**config.mk**
```make
export PLATFORM = sky130hd
export DESIGN_NAME = multi_debouncer
export DESIGN_NICKNAME = d
export VERILOG_FILES = /design/src/rtl/debounce_pkg.sv /design/src/rtl/debounce_channel.sv /design/src/rtl/multi_debouncer.sv
export SDC_FILE = /design/constraint.sdc
export NUM_CORES = 1
export LEC_CHECK = 0
export ABC_AREA = 1
export CAP_MARGIN = 0
export CORE_ASPECT_RATIO = 0.7
export CORE_MARGIN = 2
export CORE_UTILIZATION = 54
export DETAILED_ROUTE_END_ITERATION = 16
export PLACE_DENSITY_LB_ADDON = 0.08
export RECOVER_POWER = 25
export SYNTH_ARGS = -nofsm -noshare
export SYNTH_HDL_FRONTEND = slang
export SYNTH_SLANG_ARGS = --single-unit
export TNS_END_PERCENT = 30
```
**constraint.sdc**
```tcl
create_clock -name clock -period 2.95 [get_ports clock]
set_input_delay 0.295 -clock clock [delete_from_list [all_inputs] [get_ports clock]]
set_output_delay 0.295 -clock clock [all_outputs]
set_load 0.02 [all_outputs]
```
**src/rtl/debounce_pkg.sv**
```systemverilog
// Shared types and helpers for the multi-channel button debouncer.
// Holds the per-channel state encoding and a counter width helper.
package debounce_pkg;

    typedef enum logic [1:0] {
        ST_LOW       = 2'b00,
        ST_PEND_HIGH = 2'b01,
        ST_HIGH      = 2'b10,
        ST_PEND_LOW  = 2'b11
    } state_t;

    // Bits needed to hold values 0..n-1, never less than one.
    function automatic int cnt_width(input int n);
        if (n <= 2) return 1;
        return $clog2(n);
    endfunction

endpackage

```
**src/rtl/debounce_channel.sv**
```systemverilog
// One debounced button: synchronizer, qualification FSM and
// registered level / edge-pulse outputs.
module debounce_channel
    import debounce_pkg::*;
#(
    parameter int STABLE_TICKS = 3
) (
    input  logic clock,
    input  logic reset,
    input  logic button,
    input  logic tick,
    output logic out,
    output logic rise,
    output logic fall
);

    localparam int CW = cnt_width(STABLE_TICKS + 1);
    localparam logic [CW-1:0] LAST = CW'(STABLE_TICKS - 1);

    logic          s1;
    logic          sync;
    state_t        state;
    state_t        state_nx;
    logic [CW-1:0] cnt;
    logic [CW-1:0] cnt_nx;
    logic          out_nx;

    // Two-flop synchronizer for the raw asynchronous input.
    always_ff @(posedge clock) begin
        if (reset) begin
            s1   <= 1'b0;
            sync <= 1'b0;
        end else begin
            s1   <= button;
            sync <= s1;
        end
    end

    // State, qualification counter and output registers.
    always_ff @(posedge clock) begin
        if (reset) begin
            state <= ST_LOW;
            cnt   <= '0;
            out   <= 1'b0;
            rise  <= 1'b0;
            fall  <= 1'b0;
        end else begin
            state <= state_nx;
            cnt   <= cnt_nx;
            out   <= out_nx;
            rise  <= out_nx & ~out;
            fall  <= ~out_nx & out;
        end
    end

    // Next state: a revert of sync always beats a coincident tick.
    always_comb begin
        state_nx = state;
        cnt_nx   = cnt;
        case (state)
            ST_LOW: begin
                if (sync) begin
                    state_nx = ST_PEND_HIGH;
                    cnt_nx   = '0;
                end
            end
            ST_PEND_HIGH: begin
                if (!sync) begin
                    state_nx = ST_LOW;
                end else if (tick) begin
                    if (cnt == LAST) state_nx = ST_HIGH;
                    else             cnt_nx   = cnt + 1'b1;
                end
            end
            ST_HIGH: begin
                if (!sync) begin
                    state_nx = ST_PEND_LOW;
                    cnt_nx   = '0;
                end
            end
            ST_PEND_LOW: begin
                if (sync) begin
                    state_nx = ST_HIGH;
                end else if (tick) begin
                    if (cnt == LAST) state_nx = ST_LOW;
                    else             cnt_nx   = cnt + 1'b1;
                end
            end
            default: begin
                state_nx = ST_LOW;
                cnt_nx   = '0;
            end
        endcase
    end

    // Level is held through PEND_LOW so release is filtered like press.
    always_comb begin
        out_nx = (state_nx == ST_HIGH) || (state_nx == ST_PEND_LOW);
    end

endmodule

```
**src/rtl/multi_debouncer.sv**
```systemverilog
// Debouncer for a bank of buttons sharing one sample-tick generator.
// Each channel is an independent debounce_channel instance.
module multi_debouncer
    import debounce_pkg::*;
#(
    parameter int CHANNELS     = 4,
    parameter int TICK_CYCLES  = 500000,
    parameter int STABLE_TICKS = 3
) (
    input  logic                clock,
    input  logic                reset,
    input  logic [CHANNELS-1:0] button,
    output logic [CHANNELS-1:0] out,
    output logic [CHANNELS-1:0] rise,
    output logic [CHANNELS-1:0] fall
);

    localparam int TW = cnt_width(TICK_CYCLES);
    localparam logic [TW-1:0] TICK_LAST = TW'(TICK_CYCLES - 1);

    logic [TW-1:0] tcnt;
    logic          tick;

    assign tick = (tcnt == TICK_LAST);

    // Free-running sample tick counter, wraps after TICK_CYCLES.
    always_ff @(posedge clock) begin
        if (reset)     tcnt <= '0;
        else if (tick) tcnt <= '0;
        else           tcnt <= tcnt + 1'b1;
    end

    for (genvar i = 0; i < CHANNELS; i++) begin : g_ch
        debounce_channel #(
            .STABLE_TICKS(STABLE_TICKS)
        ) u_ch (
            .clock (clock),
            .reset (reset),
            .button(button[i]),
            .tick  (tick),
            .out   (out[i]),
            .rise  (rise[i]),
            .fall  (fall[i])
        );
    end

endmodule

```
==> results.sh <==
export IMPL_status="finished, final reports clean"
export IMPL_fin_skew_ns=0.007267
export IMPL_maxSlewHeadroom_pct=74.97
export IMPL_htree_levels=2
export IMPL_hold_buffers=0
export IMPL_cts_tree="yes"
export IMPL_antenna_found_initial=0
export IMPL_synth_seq_area_share_pct=40.68
export IMPL_ys_ff_latch=54
export IMPL_num_rows=21
export IMPL_synth_area_leaders="dfxtp_1, nand2_1, inv_1"
export IMPL_grt_setup_unrepaired="no"
export IMPL_hold_ws_ns=0.4075
export IMPL_cts_num_sinks=54
export IMPL_fmax_ghz=0.5236
export IMPL_crit_required_ns=3.19
export IMPL_finish_instance_area_um2=2904
export IMPL_core_area_um2=4756
export IMPL_grt_pass1_wl_um=8418
export IMPL_nets=394
export IMPL_min_from="g_ch[3].u_ch.s1"
export IMPL_postCtsSetupBuffers=0
export IMPL_hold_viol=0
export IMPL_cellLeakagePower_nw=1.308
export IMPL_initial_core_util_pct=55.88
export IMPL_avgSynthCellArea_um2=7.068
export IMPL_place_congestion=0.9150
export IMPL_yosysWarnings=0
export IMPL_drcViolationCount=0
export IMPL_clk_path_buf_depth=2
export IMPL_crit_fanout=6
export IMPL_clock_latency_ns=0.30
export IMPL_synthCells=376
export IMPL_power_density_nw_per_um2=451.6
export IMPL_report_final_slew_viol_count=0
export IMPL_period_minus_slack_ns=1.910
export IMPL_final_common_cell="nand2_1"
export IMPL_n_antenna_cell=0
export IMPL_crit_path_start="tcnt[0]"
export IMPL_routed_wl_um=4814
export IMPL_track_usage_pct=19.46
export IMPL_r2r_start="tcnt[0]"
export IMPL_critPathLaunchType="register"
export IMPL_final_cell_mix="nand2_1, inv_1, nor2_1, dfxtp_1, nand3_1"
export IMPL_hp_class="register to register"
export IMPL_antenna_left=0
export IMPL_first_pass_iters=4
export IMPL_first_global_vias=1820
export IMPL_ir_drop_v=0.0002622
export IMPL_synth_nets=387
export IMPL_via_per_inst=4.608
export IMPL_p_total_mw=1.312
export IMPL_placedCellCount=445
export IMPL_tightest_slew_ns=0.3740
export IMPL_post_route_period_util_pct=64.74
export IMPL_overflow=0
export IMPL_hpwlAfterDp_um=3686
export IMPL_cts_resized_gates=0
export IMPL_ioPinCount=18
export IMPL_die_w_um=87.85
export IMPL_grt_max_degree=21
export IMPL_syn_to_final_growth_pct=9.275
export IMPL_die_h_um=62.70
export IMPL_stdcell_count=452
export IMPL_place_area_um2=2799
export IMPL_cts_buffers=5
export IMPL_finalSetupViolCount=0
export IMPL_setup_tns_ns=0
export IMPL_crit_arrival_ns=2.15
export IMPL_clkTransAtPathRegs_ns=0.09
export IMPL_drive_above_1_share_pct=12.53
export IMPL_portBuffers=17
export IMPL_drtIter0Drc=152
export IMPL_ys_types=28
export IMPL_maxCapViolCount=0
export IMPL_worstSetupEndpointType="register"
export IMPL_synth_top_area_share_pct=40.68
export IMPL_die_area_um2=5508
export IMPL_cts_root_buf="clkbuf_8"
export IMPL_fill_cells=439
export IMPL_syn_area_um2=2658
export IMPL_vias=2083
export IMPL_critPathKind="register to register"
export IMPL_synth_largest_area_cell="dfxtp_1"
export IMPL_post_drt_wl_per_cell_um=10.65
[final timing paths]
| check | slack, ns | to | cells past startpoint |
|---|---|---|---|
| setup / recovery | 1.04 | g_ch[1].u_ch.rise | 9 |
| hold / removal | 0.41 | g_ch[3].u_ch.sync | 2 |
| setup reg to reg | 1.04 | g_ch[1].u_ch.rise | 9 |
| hold reg to reg | 0.41 | g_ch[3].u_ch.sync | 2 |
[synth_stat cells (all sizes together)]
library cell  number
ha                 5
nand4              9
nor2              69
or2                2
a31oi              3
buf               15
nor3b              1
o21ai              5
inv               71
nor3               6
xor2               2
dfxtp             54
nand3             27
a21oi             15
clkbuf             3
xnor2              4
nand2             85
[metal layers]
metal | GRT usage, % | routed length [µm]
met1 | 31.84 | 2763
met2 | 25.19 | 1792
met3 | 5.284 | 233
met4 | 3.462 | 24
met5 | 0 | 0
[logic make-up after synthesis]
family,count (synthesis),synth area share (%)
AOI/OAI and AO/OA,23,4.473
DFF,54,40.68
and+or+nand+nor,199,35.88
xor gates and xnor gates,6,1.977
buffers and inverters,89,14.64
adders and majority gates,5,2.354
[area by class of cell]
type	count	area, µm²	share of cell area [%]
clock buffer	6	82.58	2.844
clock inverter	1	30.03	1.034
inverter	71	266.5	9.177
multi-input combinational	233	1180	40.63
sequential	54	1081	37.23
tap	69	86.33	2.973
timing repair buffer	18	177.7	6.118
[stage by stage]
step / util [%] / setup WS [ns]
3_3_place_gp: 58.85 / 1.186
4_1_cts: 61.22 / 1.092
2_1_floorplan: - / 1.504
6_report: 61.06 / 1.040
3_5_place_dp: 58.85 / 1.109
5_1_grt: 61.06 / 0.8064
[where the power goes]
| group | leakage (nW) | internal [mW] | switching [mW] |
|---|---|---|---|
| clock network | 0.0573 | 0.272 | 0.225 |
| logic | 0.812 | 0.0252 | 0.0353 |
| registers | 0.438 | 0.744 | 0.0107 |
| total | 1.31 | 1.04 | 0.271 |
[worst max-delay path, cell delays in order, from the launching register on]
cell and delay, ns:
dfxtp_1 0.41, ha_1 0.28, nand2_2 0.08, nor2_1 0.31, nand3_2 0.14, nor2_4 0.21, nand3_1 0.15, nand2_2 0.11
nand3_2 0.09, nor2_2 0.08
[state kept, by name, summed over array words and instances (netlist names)]
signal           count
g_ch.u_ch.cnt        8
g_ch.u_ch.fall       4
g_ch.u_ch.out        3
g_ch.u_ch.rise       4
g_ch.u_ch.s1         4
g_ch.u_ch.state      8
g_ch.u_ch.sync       4
tcnt                19
(Power assumes the default switching activity.)
